<file path="config.mk">
export PLATFORM = sky130hd
export DESIGN_NAME = shift_seq_unit
export DESIGN_NICKNAME = d
export VERILOG_FILES = /design/src/rtl/shift_seq_pkg.sv /design/src/rtl/shift_seq_step.sv /design/src/rtl/shift_seq_unit.sv
export SDC_FILE = /design/constraint.sdc
export NUM_CORES = 1
export LEC_CHECK = 0
export CAP_MARGIN = 20
export CORE_MARGIN = 1.5
export CORE_UTILIZATION = 46
export DETAILED_ROUTE_END_ITERATION = 10
export PLACE_DENSITY = 0.81
export SYNTH_ARGS = -nofsm -noshare
export SYNTH_HDL_FRONTEND = slang
export SYNTH_SLANG_ARGS = --single-unit
</file>
<file path="constraint.sdc">
create_clock -name i_clk -period 2.4 [get_ports i_clk]
set_input_delay 0.36 -clock i_clk [delete_from_list [all_inputs] [get_ports i_clk]]
set_output_delay 0.36 -clock i_clk [all_outputs]
set_load 0.01 [all_outputs]
</file>
<file path="src/rtl/shift_seq_pkg.sv">
// ---------------------------------------------------------------------------
// shift_seq_pkg : opcodes, FSM state encoding and width helper for shift_seq_unit
// Revision: 1.0
// ---------------------------------------------------------------------------
`default_nettype none

package shift_seq_pkg;

  localparam logic [2:0] OP_NOP   = 3'd0;
  localparam logic [2:0] OP_LOAD  = 3'd1;
  localparam logic [2:0] OP_CLEAR = 3'd2;
  localparam logic [2:0] OP_SHL   = 3'd3;
  localparam logic [2:0] OP_SHR   = 3'd4;
  localparam logic [2:0] OP_ASR   = 3'd5;
  localparam logic [2:0] OP_ROL   = 3'd6;
  localparam logic [2:0] OP_ROR   = 3'd7;

  typedef enum logic [1:0] {
    ST_IDLE  = 2'd0,
    ST_SHIFT = 2'd1,
    ST_DONE  = 2'd2
  } state_t;

  // Width of the shift-amount field; never narrower than one bit
  function automatic int amt_width(input int n);
    return (n < 2) ? 1 : $clog2(n);
  endfunction

endpackage

`default_nettype wire

</file>
<file path="src/rtl/shift_seq_step.sv">
// ---------------------------------------------------------------------------
// shift_seq_step : combinational single-bit step for SHL/SHR/ASR/ROL/ROR
// Revision: 1.0
// ---------------------------------------------------------------------------
`default_nettype none

module shift_seq_step
  import shift_seq_pkg::*;
#(
  parameter int N = 8
) (
  input  logic [N-1:0] i_data,
  input  logic [2:0]   i_op,
  input  logic         i_fill,
  output logic [N-1:0] o_data,
  output logic         o_carry
);

  always_comb begin
    o_data  = i_data;
    o_carry = 1'b0;
    case (i_op)
      OP_SHL: begin
        o_data  = {i_data[N-2:0], i_fill};
        o_carry = i_data[N-1];
      end
      OP_SHR: begin
        o_data  = {i_fill, i_data[N-1:1]};
        o_carry = i_data[0];
      end
      OP_ASR: begin
        o_data  = {i_data[N-1], i_data[N-1:1]};
        o_carry = i_data[0];
      end
      OP_ROL: begin
        o_data  = {i_data[N-2:0], i_data[N-1]};
        o_carry = i_data[N-1];
      end
      OP_ROR: begin
        o_data  = {i_data[0], i_data[N-1:1]};
        o_carry = i_data[0];
      end
      default: begin
        o_data  = i_data;
        o_carry = 1'b0;
      end
    endcase
  end

endmodule

`default_nettype wire

</file>
<file path="src/rtl/shift_seq_unit.sv">
// ---------------------------------------------------------------------------
// shift_seq_unit : command-driven multi-cycle shifter with valid/ready and done.
// Optional macro SHIFT_SEQ_UNIT_SERIAL_IN_EN adds i_serial_in as SHL/SHR fill.
// Revision: 1.0
// ---------------------------------------------------------------------------
`default_nettype none

module shift_seq_unit
  import shift_seq_pkg::*;
#(
  parameter int N     = 8,
  parameter int AMT_W = amt_width(N)
) (
  input  logic             i_clk,
  input  logic             i_reset,
  input  logic             i_ce,
  input  logic             i_cmd_valid,
  output logic             o_cmd_ready,
  input  logic [2:0]       i_cmd_op,
  input  logic [AMT_W-1:0] i_cmd_amt,
  input  logic [N-1:0]     i_data,
`ifdef SHIFT_SEQ_UNIT_SERIAL_IN_EN
  input  logic             i_serial_in,
`endif
  output logic [N-1:0]     o_data,
  output logic             o_busy,
  output logic             o_done,
  output logic             o_carry
);

  state_t           r_state;
  state_t           w_state_next;
  logic [AMT_W-1:0] r_count;
  logic [AMT_W-1:0] w_count_next;
  logic [2:0]       r_op;
  logic [2:0]       w_op_next;
  logic [N-1:0]     r_data;
  logic [N-1:0]     w_data_next;
  logic             r_carry;
  logic             w_carry_next;
  logic             w_accept;
  logic             w_fill;
  logic [N-1:0]     w_step_data;
  logic             w_step_carry;

`ifdef SHIFT_SEQ_UNIT_SERIAL_IN_EN
  assign w_fill = i_serial_in;
`else
  assign w_fill = 1'b0;
`endif

  shift_seq_step #(
    .N (N)
  ) u_step (
    .i_data  (r_data),
    .i_op    (r_op),
    .i_fill  (w_fill),
    .o_data  (w_step_data),
    .o_carry (w_step_carry)
  );

  assign w_accept = i_cmd_valid && (r_state == ST_IDLE);

  always_comb begin
    w_state_next = r_state;
    w_count_next = r_count;
    w_op_next    = r_op;
    w_data_next  = r_data;
    w_carry_next = r_carry;
    case (r_state)
      ST_IDLE: begin
        if (w_accept) begin
          w_op_next    = i_cmd_op;
          w_state_next = ST_DONE;
          case (i_cmd_op)
            OP_NOP: ;
            OP_LOAD: begin
              w_data_next  = i_data;
              w_carry_next = 1'b0;
            end
            OP_CLEAR: begin
              w_data_next  = '0;
              w_carry_next = 1'b0;
            end
            default: begin
              // Zero-length shifts complete immediately with carry untouched
              if (i_cmd_amt != '0) begin
                w_state_next = ST_SHIFT;
                w_count_next = i_cmd_amt;
              end
            end
          endcase
        end
      end
      ST_SHIFT: begin
        w_data_next  = w_step_data;
        w_carry_next = w_step_carry;
        w_count_next = r_count - 1'b1;
        if (r_count == AMT_W'(1)) begin
          w_state_next = ST_DONE;
        end
      end
      ST_DONE: begin
        w_state_next = ST_IDLE;
      end
      default: begin
        w_state_next = ST_IDLE;
      end
    endcase
  end

  always_ff @(posedge i_clk) begin
    if (i_reset) begin
      r_state <= ST_IDLE;
      r_count <= '0;
      r_op    <= OP_NOP;
      r_data  <= '0;
      r_carry <= 1'b0;
    end else if (i_ce) begin
      r_state <= w_state_next;
      r_count <= w_count_next;
      r_op    <= w_op_next;
      r_data  <= w_data_next;
      r_carry <= w_carry_next;
    end
  end

  assign o_cmd_ready = (r_state == ST_IDLE);
  assign o_busy      = (r_state == ST_SHIFT);
  assign o_done      = (r_state == ST_DONE);
  assign o_data      = r_data;
  assign o_carry     = r_carry;

endmodule

`default_nettype wire

</file>
==> impl_metrics.csv <==
group,metric,value,unit
pwr,pwr-share-clk,22.3,%
pwr,netSwitchingFraction,31.0,%
pwr,p_comb_share,30.2,%
clocking,cts_setup_buffers,0,
sta,tns,0,ps
setup_path,crit_family,"buffers and inverters",
final_layout,multiInputGateArea,697,µm²
synthesis,synth-seq-cells,17,
sta,whs,496,ps
final_layout,final_common_cell,"clkdlybuf4s50_1",
placed_design,io_buffers,29,
floorplan,rows,17,
pwr,irDropWorstVdd,0.409,mV
setup_path,reg2regPathDepth,6,
route,wl_per_cell,13.4,µm
sta,setup-violations-final,0,
setup_path,r2r_end,"o_data[3]$_SDFFE_PP0P_",
global_routing,grt_max_degree,15,
synthesis,synth.avg_cell_area,8.86,µm²
setup_path,start_kind,"flop",
clocking,insertion_delay,300,ps
route,firstDrtPassIters,4,
setup_path,crit_required,2040,ps
global_routing,grt_usage,20.6,%
sta,finClkSkew,10.6,ps
final_layout,final_net_count,173,
setup_path,end_kind,"output port",
clocking,h-tree-depth,1,
synthesis,synth_edf_count,0,
clocking,cts-resized-gates,0,
synthesis,yosys_most_used_dff,"dfxtp_1",
route,vias_per_cell,5.69,
synthesis,netlist_area,1100,µm²
sta,slew_viol_final,0,
route,drt-total-wl,2410,µm
floorplan,fp.dieH,51.9,µm
setup_path,cp_max_fo,14,
clocking,cts_sinks,17,
pwr,p_switching,215,µW
clocking,numCtsBuffers,3,
setup_path,worstPathArrival,1860,ps
global_routing,antenna_found_initial,0,
sta,max-slew-margin-rel,67.5,%
pwr,p_int,477,µW
flow_run,drv_cap,0,
sta,min_period,2220,ps
final_layout,area_delta_synth_final,29.3,%
global_routing,grt_overflow,0,
sta,max_slew.worst_pin.slew,486,ps
route,drc,0,
sta,finalCritPeriodShare,92.7,%
placed_design,gp_congestion,0.873,
placed_design,detailed_place_hpwl,1910,µm
synthesis,yosysUniqueCellTypes,42,
setup_path,cp_slowest_cell,"dfxtp_1",
floorplan,initial_core_util,49.2,%
setup_path,r2r_slack,450,ps
hold_path,hp-class,"reg2reg",
setup_path,cp.buffers_inverters,2,
pwr,pwr_density_cell,487,nW/µm²
hold_path,hp-start,"r_count[0]$_SDFFE_PP0P_",
hold_path,holdPathStages,2,
hold_path,holdPathEnd,"r_count[0]$_SDFFE_PP0P_",
clocking,cts_root_buffer,"clkbuf_4",
clocking,postCtsHoldBufs,0,
global_routing,grt_pass1_vias,952,
route,drt_iter0_markers,19,
final_layout,antenna-diode-count,0,
synthesis,syn_inst,124,
setup_path,reg2reg_from,"r_state[0]$_SDFFE_PP0P_",
synthesis,synth_warnings,0,
route,ant_nets,0,
floorplan,die_area,2690,µm²
sta,finalHoldViolCount,0,
sta,rsz0062_at_grt,"no",
synthesis,async_flop_share,0,%
clocking,clk_pin_slew_worst_paths,100,ps
floorplan,coreArea,2230,µm²
sta,max_freq,0.449,GHz
floorplan,ioPinCount,30,
synthesis,ys_seq_area_share,31.0,%
final_layout,mostFrequentLayoutCells,"29 x clkdlybuf4s50_1, 17 x dfxtp_1, 13 x nor2_1, 8 x mux2_2",
floorplan,die_w,51.9,µm
route,via_count,1024,
setup_path,cp_cell_sequence,"or2b_1, inv_2, clkdlybuf4s50_1",
global_routing,grt_pass1_wl,4070,µm
clocking,cts_buffer_depth,2,
synthesis,synth_nets,144,
clocking,cts_tree,"done",
pwr,p_leak,0.531,nW
final_layout,regArea,340,µm²
run_status,status,"complete, no violations",
setup_path,path_class,"reg2out",
final_layout,filler_cell_count,201,
pwr,power_frac_seq,47.5,%
final_layout,drive_gt1_share,17.1,%
setup_path,cp_slowest_stage_delay,590,ps
-- power by group through the flow --
stage | registers (mW) | clock network, mW | logic (mW)
2_1_floorplan | 0.328 | 0 | 0.134
3_3_place_gp | 0.334 | 0 | 0.206
3_5_place_dp | 0.335 | 0 | 0.209
4_1_cts | 0.328 | 0.160 | 0.210
5_1_grt | 0.333 | 0.174 | 0.230
6_report | 0.329 | 0.155 | 0.209
-- worst max path at each step --
stage / from / slack (ps) / end / depth (start not counted)
after floorplan: r_state[1]$_SDFFE_PP0P_ / 890 / o_data[3]$_SDFFE_PP0P_ / 7
after global placement: i_ce / 380 / o_data[1]$_SDFFE_PP0P_ / 6
after detailed placement: i_ce / 290 / o_data[1]$_SDFFE_PP0P_ / 6
after CTS: r_state[0]$_SDFFE_PP0P_ / 180 / o_busy / 3
after global routing: r_state[0]$_SDFFE_PP0P_ / 60 / o_busy / 3
final: r_state[0]$_SDFFE_PP0P_ / 180 / o_busy / 3
-- synth_stat cells (2+ instances only) --
cell      number  area [µm²]
dfxtp_1       17         340
nor2_1        13        48.8
mux2_2         8        90.1
a21oi_1        7        35.0
nand2_1        7        26.3
a22oi_1        6        45.0
o21ai_0        6        30.0
a211oi_1       5        37.5
clkbuf_1       4        15.0
a211oi_2       3        37.5
inv_1          3        11.3
nand2b_1       3        18.8
nand3_1        3        15.0
nor2_2         3        18.8
a31oi_1        2        12.5
a32o_1         2        20.0
a32oi_1        2        17.5
ha_1           2        25.0
nand3b_1       2        15.0
nor3b_2        2        25.0
o21ai_1        2        10.0
or3_1          2        12.5
-- state kept, by name, indices dropped and copies added, names as in the netlist --
name and flops:
r_op 3, o_carry 1, o_data 8, r_count 3
r_state 2
-- cell families (layout without fill, tap and decap cells) --
kind of cell | Yosys count | count (layout) | synth area share [%]
AO/OA/AOI/OAI | 41 | 41 | 27.5
XOR/XNOR | 2 | 2 | 1.59
adder cells (fa/ha/maj) | 2 | 2 | 2.28
buffers and inverters | 11 | 39 | 5.58
flip-flops | 17 | 17 | 31.0
multiplexers | 9 | 9 | 9.11
AND/OR/NAND/NOR | 42 | 42 | 23.0
-- area by class of cell --
cell class              count  share of cell area (%)
inverters                   4                    1.06
repair buffers             31                    21.5
clock buffers               3                    1.59
flip-flops and latches     17                    24.0
clock inverters             1                   0.352
well taps                  28                    2.47
multi-input cells          96                    49.1
-- worst reg2reg max path, stage by stage (launching register included) --
cell and delay, ps:
dfxtp_1 450, or2b_1 350, inv_2 60, buf_4 170, nor2_1 400, a22oi_1 200
a211oi_2 250
-- routing by layer --
metal / wire length [µm] / part of all wire, % / vias to the layer above / track usage (%)
met5: 0 / 0 / - / 0
met4: 38 / 1.6 / 0 / 7.46
met3: 71 / 2.9 / 4 / 6.03
met2: 1220 / 51 / 16 / 34.4
met1: 1080 / 45 / 483 / 24.8
li1: - / - / 521 / -
-- metrics by stage --
stage / total power [mW] / instance area, µm² / setup slack (ps) / instances / util, %
global route: 0.737 / 1420 / 63.0 / 180 / 63.6
finish: 0.692 / 1420 / 175 / 180 / 63.6
detailed placement: 0.544 / 1390 / 292 / 176 / 62.4
floorplan: 0.462 / 1100 / 892 / 124 / -
CTS: 0.698 / 1420 / 178 / 180 / 63.6
global placement: 0.539 / 1390 / 379 / 176 / 62.4
Note: power is estimated with default switching activity, not from simulation.
